<file path="src/rtl/poly_mul_negacyclic_seq_if.sv">
// Handshake and data bundle for poly_mul_negacyclic_seq.
//   in_valid/in_ready : operand pair handshake (a_flat, b_flat)
//   out_valid/out_ready : product handshake (c_flat)
//   busy : high while the MAC datapath is working
//   in_acc : accumulate-into-C select, present only with POLYMUL_ACCUM_EN
// Coefficient k of every polynomial sits at bits [k*COEF_W +: COEF_W].
interface poly_mul_negacyclic_seq_if #(
  parameter int N      = 4,
  parameter int COEF_W = 5
);
  logic                  in_valid;
  logic                  in_ready;
  logic [N*COEF_W-1:0]   a_flat;
  logic [N*COEF_W-1:0]   b_flat;
  logic                  out_valid;
  logic                  out_ready;
  logic [N*COEF_W-1:0]   c_flat;
  logic                  busy;
`ifdef POLYMUL_ACCUM_EN
  logic                  in_acc;
`endif

  // Producer/consumer side
  modport master (
`ifdef POLYMUL_ACCUM_EN
    output in_acc,
`endif
    output in_valid, a_flat, b_flat, out_ready,
    input  in_ready, out_valid, c_flat, busy
  );

  // Multiplier side
  modport slave (
`ifdef POLYMUL_ACCUM_EN
    input  in_acc,
`endif
    input  in_valid, a_flat, b_flat, out_ready,
    output in_ready, out_valid, c_flat, busy
  );
endinterface

</file>
<file path="src/rtl/poly_mul_negacyclic_seq.sv">
// Sequential negacyclic polynomial multiplier over Z_Q[x]/(x^N+1).
// One shared multiply-accumulate: output coefficient k is built over N
// cycles (j = 0..N-1) from a[(k-j) mod N]*b[j], subtracting the wrapped
// terms because x^N = -1, then reduced into [0, Q-1].
// Ports:
//   clk   : clock
//   rst_n : asynchronous active-low reset
//   bus   : poly_mul_negacyclic_seq_if.slave (operand/product handshakes, busy)
// Optional feature macro: POLYMUL_ACCUM_EN -- adds bus.in_acc; when set at
// capture, each coefficient accumulator is seeded with the held c_flat
// coefficient so the result is C_old + A*B.
// Latency: capture edge 0, out_valid high after edge N*N.
module poly_mul_negacyclic_seq #(
  parameter int N      = 4,
  parameter int Q      = 17,
  parameter int COEF_W = 5,
  parameter int ACC_W  = 2*COEF_W + $clog2(N) + 2
) (
  input  logic                       clk,
  input  logic                       rst_n,
  poly_mul_negacyclic_seq_if.slave   bus
);

  localparam int IW = $clog2(N);
  localparam logic [IW-1:0]            LAST = IW'(N-1);
  localparam logic signed [ACC_W-1:0]  Q_S  = ACC_W'(Q);

  typedef enum logic [1:0] {IDLE, MAC, HOLD} state_e;

  state_e                        state_q;
  logic [N-1:0][COEF_W-1:0]      a_q, b_q, c_q;
  logic [IW-1:0]                 k_q, j_q;
  logic signed [ACC_W-1:0]       acc_q;
  logic                          in_ready_q, out_valid_q, busy_q;

  // ---- datapath ----
  logic [IW-1:0]                 i_idx, k_inc;
  logic [2*COEF_W-1:0]           prod;
  logic signed [ACC_W-1:0]       term, acc_d, rem, red;
  logic [COEF_W-1:0]             coef_d;
  logic signed [ACC_W-1:0]       seed_cap, seed_next;

  // IW-bit subtraction wraps, giving (k-j) mod N for power-of-two N
  assign i_idx = k_q - j_q;
  assign k_inc = k_q + 1'b1;
  assign prod  = a_q[i_idx] * b_q[j_q];
  assign term  = signed'(ACC_W'(prod));
  // Terms with j > k come from i+j >= N and pick up the x^N = -1 sign
  assign acc_d = (j_q <= k_q) ? acc_q + term : acc_q - term;

  // Signed % truncates toward zero; fold negative remainders back up
  assign rem    = acc_d % Q_S;
  assign red    = (rem < 0) ? rem + Q_S : rem;
  assign coef_d = COEF_W'(red);

`ifdef POLYMUL_ACCUM_EN
  logic acc_mode_q;
  // Seeds come from the held product; coefficient k+1 is still the old
  // value when coefficient k is written back, so the read is safe.
  assign seed_cap  = bus.in_acc ? signed'(ACC_W'(c_q[0]))     : '0;
  assign seed_next = acc_mode_q ? signed'(ACC_W'(c_q[k_inc])) : '0;
`else
  assign seed_cap  = '0;
  assign seed_next = '0;
`endif

  // ---- control ----
  always_ff @(posedge clk or negedge rst_n) begin
    if (!rst_n) begin
      state_q     <= IDLE;
      a_q         <= '0;
      b_q         <= '0;
      c_q         <= '0;
      k_q         <= '0;
      j_q         <= '0;
      acc_q       <= '0;
      in_ready_q  <= 1'b1;
      out_valid_q <= 1'b0;
      busy_q      <= 1'b0;
`ifdef POLYMUL_ACCUM_EN
      acc_mode_q  <= 1'b0;
`endif
    end else begin
      case (state_q)
        IDLE: begin
          if (bus.in_valid) begin
            a_q        <= bus.a_flat;
            b_q        <= bus.b_flat;
            k_q        <= '0;
            j_q        <= '0;
            acc_q      <= seed_cap;
            in_ready_q <= 1'b0;
            busy_q     <= 1'b1;
            state_q    <= MAC;
`ifdef POLYMUL_ACCUM_EN
            acc_mode_q <= bus.in_acc;
`endif
          end
        end
        MAC: begin
          if (j_q == LAST) begin
            c_q[k_q] <= coef_d;
            j_q      <= '0;
            k_q      <= k_inc;
            acc_q    <= seed_next;
            if (k_q == LAST) begin
              busy_q      <= 1'b0;
              out_valid_q <= 1'b1;
              state_q     <= HOLD;
            end
          end else begin
            acc_q <= acc_d;
            j_q   <= j_q + 1'b1;
          end
        end
        HOLD: begin
          if (bus.out_ready) begin
            out_valid_q <= 1'b0;
            in_ready_q  <= 1'b1;
            state_q     <= IDLE;
          end
        end
        default: state_q <= IDLE;
      endcase
    end
  end

  assign bus.in_ready  = in_ready_q;
  assign bus.out_valid = out_valid_q;
  assign bus.busy      = busy_q;
  assign bus.c_flat    = c_q;

endmodule

</file>
<file path="src/flat_wrapper.sv">
// flat-port wrapper written by rule: the top's interface ports become plain ports
module poly_mul_negacyclic_seq_flat 
#(
  parameter int N      = 4,
  parameter int Q      = 17,
  parameter int COEF_W = 5,
  parameter int ACC_W  = 2*COEF_W + $clog2(N) + 2
)
  (clk, rst_n, bus_in_valid, bus_a_flat, bus_b_flat, bus_out_ready, bus_in_ready, bus_out_valid, bus_c_flat, bus_busy);
  poly_mul_negacyclic_seq_if #(.N(N), .COEF_W(COEF_W)) bus_i ();
  input  logic clk;
  input  logic rst_n;
  input wire logic [$bits(bus_i.in_valid)-1:0] bus_in_valid;
  input wire logic [$bits(bus_i.a_flat)-1:0] bus_a_flat;
  input wire logic [$bits(bus_i.b_flat)-1:0] bus_b_flat;
  input wire logic [$bits(bus_i.out_ready)-1:0] bus_out_ready;
  output wire logic [$bits(bus_i.in_ready)-1:0] bus_in_ready;
  output wire logic [$bits(bus_i.out_valid)-1:0] bus_out_valid;
  output wire logic [$bits(bus_i.c_flat)-1:0] bus_c_flat;
  output wire logic [$bits(bus_i.busy)-1:0] bus_busy;
  assign bus_i.in_valid = bus_in_valid;
  assign bus_i.a_flat = bus_a_flat;
  assign bus_i.b_flat = bus_b_flat;
  assign bus_i.out_ready = bus_out_ready;
  assign bus_in_ready = bus_i.in_ready;
  assign bus_out_valid = bus_i.out_valid;
  assign bus_c_flat = bus_i.c_flat;
  assign bus_busy = bus_i.busy;
  poly_mul_negacyclic_seq #(.N(N), .Q(Q), .COEF_W(COEF_W), .ACC_W(ACC_W)) u_core (.clk(clk), .rst_n(rst_n), .bus(bus_i));
endmodule
</file>
<file path="config.mk">
export PLATFORM = sky130hd
export DESIGN_NAME = poly_mul_negacyclic_seq_flat
export DESIGN_NICKNAME = d
export VERILOG_FILES = /design/src/rtl/poly_mul_negacyclic_seq_if.sv /design/src/rtl/poly_mul_negacyclic_seq.sv /design/src/flat_wrapper.sv
export SDC_FILE = /design/constraint.sdc
export NUM_CORES = 1
export LEC_CHECK = 0
export CORE_UTILIZATION = 35
export DETAILED_ROUTE_END_ITERATION = 10
export GPL_TIMING_DRIVEN = 0
export PLACE_DENSITY = 0.63
export SYNTH_ARGS = -nofsm -noshare
export SYNTH_HDL_FRONTEND = slang
export SYNTH_SLANG_ARGS = --single-unit
export TNS_END_PERCENT = 1
</file>
<file path="constraint.sdc">
create_clock -name clk -period 15.92 [get_ports clk]
set_input_delay 2.388 -clock clk [delete_from_list [all_inputs] [get_ports clk]]
set_output_delay 2.388 -clock clk [all_outputs]
set_load 0.02 [all_outputs]
</file>
Yosys cells after proc, flatten, opt, wreduce, memory -nomap -nowiden
Index checks and enable logic that the tools add are counted.
{"block": "word_totals", "reg_bits": 83, "in_bits": 44, "output_inout_bits": 23, "wordCells": 87}
{"block": "classes", "n_addsub": 6, "mul": 1, "n_div": 1, "magnitude_cmp": 6, "eq_ne": 8, "muxes": 33, "n_reduce_logical": 13}
{"op": "two-way mux 14 bit", "count": 3}
{"op": "one-hot mux 14 bit (2 select lines)", "count": 1}
{"op": "binary-select mux 5 bit (select 2 bit)", "count": 2}
{"op": "bitwise mux 20 bit", "count": 1}
{"op": "two-way mux 5 bit", "count": 4}
{"op": "adder 14 x 11 -> 14 bit", "count": 1}
{"op": "< comparator 14 x 1 -> 1 bit (second input constant)", "count": 1}
{"op": "remainder unit 14 x 6 -> 14 bit (second input constant)", "count": 1}
{"op": "two-way mux 2 bit", "count": 7}
{"op": "subtractor 14 x 11 -> 14 bit", "count": 1}
{"op": "AND reduction 4 bit", "count": 3}
{"op": "demux 5 bit (select 2 bit)", "count": 1}
{"op": "multiplier 5 x 5 -> 10 bit", "count": 1}
{"op": "< comparator 2 x 3 -> 1 bit (second input constant)", "count": 3}
{"op": "two-way mux 1 bit", "count": 8}
{"op": "one-hot mux 2 bit (2 select lines)", "count": 2}
{"op": "== test 2 bit (second input constant)", "count": 3}
{"op": "one-hot mux 1 bit (2 select lines)", "count": 3}
{"op": "one-hot mux 2 bit (3 select lines)", "count": 1}
{"op": "AND reduction 2 bit", "count": 3}
{"op": "AND reduction 3 bit", "count": 2}
{"op": "nonzero test 2 bit", "count": 3}
{"op": "adder 5 bit (second input constant)", "count": 1}
{"op": "adder 2 x 1 -> 2 bit (second input constant)", "count": 2}
{"op": "8 further kinds", "count": 10}

Longest topological paths before layout
{"block": "depth", "ltp_word": 10, "depth_mapped": 60, "depth_no_buf": 55}

Worst setup path before layout
OpenSTA, ideal clock, no wires.
{"block": "synth_timing", "path_kind": "register -> register", "startpoint": "reg u_core.k_q[0]", "endpoint": "reg u_core.c_q (netlist bit u_core.bus.c_flat[14])", "setup_ps": 127, "t_arrival_ps": 13509, "t_required_ps": 15793, "slack_ps": 2285, "stages_incl_launch_ff": 53, "path_cell_list": "dfrtp_1 inv_1 ha_1 fa_1 mux4_2 nand2_1 fa_1 fa_1 fa_1 inv_1 ha_1 xnor2_1 or4_4 or3_1 nand2_1 xnor2_1 ha_1 a2111o_1 (+17 left out) a211oi_1 inv_1 ha_1 o211ai_1 o21ai_1 nand2_1 a21oi_1 inv_1 ha_1 clkbuf_1 a32o_2 o31ai_2 buf_6 mux2_4 a211o_1 o221a_2 xnor2_2 o21ai_1"}
{"block": "synth_via", "elab_chain_cells": 10, "elab_cells_between_ends": 18, "classes_between": "add/sub (4); mul (1); div (1); order compare (4); mux (7); reduce/logical (1)"}
{"element": "from (decl)", "line": "poly_mul_negacyclic_seq.sv:32", "source": "logic [IW-1:0] k_q, j_q;"}
{"element": "from (signal assigned)", "line": "poly_mul_negacyclic_seq.sv:104", "source": "k_q <= k_inc;"}
{"element": "subtractor 2 bit", "line": "poly_mul_negacyclic_seq.sv:44", "source": "assign i_idx = k_q - j_q;"}
{"element": "binary-select mux 5 bit (select 2 bit)", "line": "poly_mul_negacyclic_seq.sv:46", "source": "assign prod = a_q[i_idx] * b_q[j_q];"}
{"element": "two-way mux 5 bit (implied by the code)", "line": "poly_mul_negacyclic_seq.sv:46"}
{"element": "multiplier 5 x 5 -> 10 bit", "line": "poly_mul_negacyclic_seq.sv:46"}
{"element": "subtractor 14 x 11 -> 14 bit / adder 14 x 11 -> 14 bit (equally long branches)", "line": "poly_mul_negacyclic_seq.sv:49", "source": "assign acc_d = (j_q <= k_q) ? acc_q + term : acc_q - term;"}
{"element": "two-way mux 14 bit", "line": "poly_mul_negacyclic_seq.sv:49"}
{"element": "remainder unit 14 x 6 -> 14 bit", "line": "poly_mul_negacyclic_seq.sv:52", "source": "assign rem = acc_d % Q_S;"}
{"element": "< comparator 14 x 1 -> 1 bit / adder 5 bit (equally long branches)", "line": "poly_mul_negacyclic_seq.sv:53", "source": "assign red = (rem < 0) ? rem + Q_S : rem;"}
{"element": "two-way mux 5 bit", "line": "poly_mul_negacyclic_seq.sv:53"}
{"element": "bitwise mux 20 bit (*)", "line": "poly_mul_negacyclic_seq.sv:102", "source": "c_q[k_q] <= coef_d;"}
{"element": "to (signal, indexed assignment)", "line": "poly_mul_negacyclic_seq.sv:102"}
{"element": "to (decl)", "line": "poly_mul_negacyclic_seq.sv:31", "source": "logic [N-1:0][COEF_W-1:0] a_q, b_q, c_q;"}
Every way passes the cells marked *; elsewhere a longest branch is shown, timed or not. The select of a mux whose other input is x is not followed.
A chain may end at the register's enable or synchronous reset.

Worst setup path in the final report
{"block": "layout_timing", "startpoint": "reg u_core.k_q[0]", "endpoint": "reg u_core.c_q (netlist bit u_core.bus.c_flat[4])"}
The elaborated chain is that of the path after synthesis.

==> run_results.csv <==
group,metric,value,unit
drt,wl_per_cell,16.0,um
yosys,synth_common_cells,"nand2_1 (100), dfrtp_1 (82), nor2_1 (61)",
layout,postLayoutCoreUtil,42.7,%
global_route,grt_start_max_net_pins,57,
clock_network,tritoncts,"built",
setup_path,worstSetupPathType,"register to register",
placement,port-buffer-count,66,
yosys,yosys.area.top_type_share,25.1,%
setup_path,path_max_fanout,8,
yosys,ys.flop_type,"dfrtp_1",
layout,num_antenna_cells,0,
clock_network,clock_latency,0.34,ns
yosys,synth_edf_count,0,
sta,period_share,94.1,%
placement,gp_congestion,0.862,
drt,vias,7341,
clock_network,numCtsBuffers,9,
floorplanning,die_x,155,um
clock_network,cts-root-buf,"clkbuf_16",
yosys,yosys.area.top_type,"dfrtp_1",
global_route,overflow,0,
sta,setup_viol,0,
global_route,antenna_found_initial,0,
global_route,grtUsageTotal,18.2,%
setup_path,startpoint_type,"register",
placement,pre_cts_ws,0.234,ns
yosys,synth_fp_nets,1017,
sta,finalClockSkew,0.00614,ns
yosys,async_reset_ff_share,100,%
drt,drtPass1Iterations,5,
yosys,ys_ff_latch,83,
sta,fin_crit,14.97,ns
clock_network,htree_levels,3,
yosys,avgSynthCellArea,8.90,um2
layout,nNetsFinal,1101,
global_route,grt_pass1_wl,35.9,mm
yosys,synth.most_common_cell,"nand2_1",
placement,dp_hpwl,16.5,mm
sta,fmax,66.8,MHz
sta,worst_slack,0.945,ns
placement,placed_cells,1298,
setup_path,cp_slowest_cell,"fa_1",
setup_path,end_kind,"register",
sta,maxSlewViolCount,0,
yosys,seq_area_frac_synth,25.4,%
setup_path,crit_required,16.15,ns
floorplanning,die-area,24000,um2
run,maxCapViolations,0,
drt,postRouteAntennaNets,0,
yosys,ys_warn_count,0,
clock_network,cts_hold_buf,0,
drt,drc,0,
layout,area_growth,19.1,%
clock_network,clk_pin_slew_worst_paths,0.07,ns
status,status,"finished clean",
floorplanning,start_util,35.9,%
worst_hold_path,min_path_type,"register to register",
global_route,grt_pass1_vias,7204,
drt,routed_wl,21.1,mm
floorplanning,io_pins,67,
setup_path,slowest_delay,0.64,ns
layout,drive_gt1_share,15.6,%
yosys,yosysUniqueCellTypes,102,
floorplanning,core-area,22800,um2
yosys,syn_area,8170,um2
clock_network,clock-sinks,83,
sta,hold_violations,0,
drt,drtIter0Drc,440,
sta,tightest_slew,0.837,ns
floorplanning,die_y,155,um
setup_path,cp.arrival,15.20,ns
yosys,synthCells,918,
sta,relSlewSlack,44.1,%
sta,holdWs,0.476,ns
yosys,synth_area_leaders,"dfrtp_1 (25%), ha_1 (6.7%), mux2_2 (6.3%), nand2_1 (4.6%), o21ai_0 (3.2%)",
layout,final_cells,1320,
drt,routed_via_density,5.56,
clock_network,ctsLongestPathBuffers,2,
floorplanning,num_rows,55,
layer usage:
layer	GRT usage [%]	wire, um	vias up
met5	0	0	-
met3	3.53	844	18
met4	4.01	231	0
li1	-	-	3638
met1	24.8	10200	3557
met2	29.9	9850	128
cell usage in the layout, fill, tap and decap left out, types with 17 or more instances in the layout:
master,instances
mux2_2,46
o21ai_1,17
o21ai_0,50
and2_1,25
ha_1,44
inv_1,35
clkdlybuf4s50_1,65
xnor2_1,25
dfrtp_1,82
nor3_1,25
nor2_1,60
nand2_1,100
a21oi_1,38
clkbuf_1,19
critical path, delay by kind of cell, from the launching register on:
family	cells	cell delay, ns
muxes	2	0.65
buffers and inverters	5	0.57
adders and majority gates	9	3.76
AOI/OAI and AO/OA	18	4.23
DFF	1	0.40
xor gates and xnor gates	5	1.08
and+or+nand+nor	14	4.15
worst paths after layout:
path,start,endpoint,slack [ns],cells after the start
worst max-delay path,u_core.k_q[0],u_core.bus.c_flat[4],0.95,53
worst min register to register,u_core.bus.busy,u_core.bus.busy,0.48,1
max in group asynchronous,rst_n,u_core.bus.in_ready,13.31,2
worst min-delay path,u_core.bus.busy,u_core.bus.busy,0.48,1
min in group asynchronous,rst_n,u_core.a_q[16],1.97,1
worst max register to register,u_core.k_q[0],u_core.bus.c_flat[4],0.95,53
repair_timing:
action | in CTS | in global routing
resized for setup | 0 | 27
hold endpoints to repair | 0 | 0
buffers inserted | 0 | 6
setup endpoints to repair | 0 | 20
sequential cells by signal, summed over array words and instances, names as in the netlist:
register / flops
u_core.a_q: 20
u_core.b_q: 20
u_core.bus.c_flat: 20
u_core.acc_q: 14
u_core.j_q: 2
u_core.k_q: 2
u_core.state_q: 2
u_core.bus.busy: 1
u_core.bus.in_ready: 1
u_core.bus.out_valid: 1
area by class of cell:
cell class              count  area, um2
clock inverters             6       72.6
flip-flops and latches     83       2080
plain buffers              26        130
fillers                  2223      13100
clock buffers              10        229
well taps                 313        392
inverters                  36        135
repair buffers             73        731
multi-input cells         773       5960
stage by stage:
step	area (um2)	TNS, ns
after floorplan	8170	0
after global placement	9220	0
after detailed placement	9250	0
after CTS	9550	0
after global routing	9730	-0.0422
final	9730	0
cell families after synthesis:
kind of cell / share of synthesized area (%)
and+or+nand+nor: 18.5
AOI/OAI and AO/OA: 27.1
xor gates and xnor gates: 5.21
adders and majority gates: 9.44
muxes: 11.1
buffers and inverters: 3.25
DFF: 25.4
Power is not shown: default switching activity piles up to over one toggle a cycle in this logic, so the estimate is an artifact.
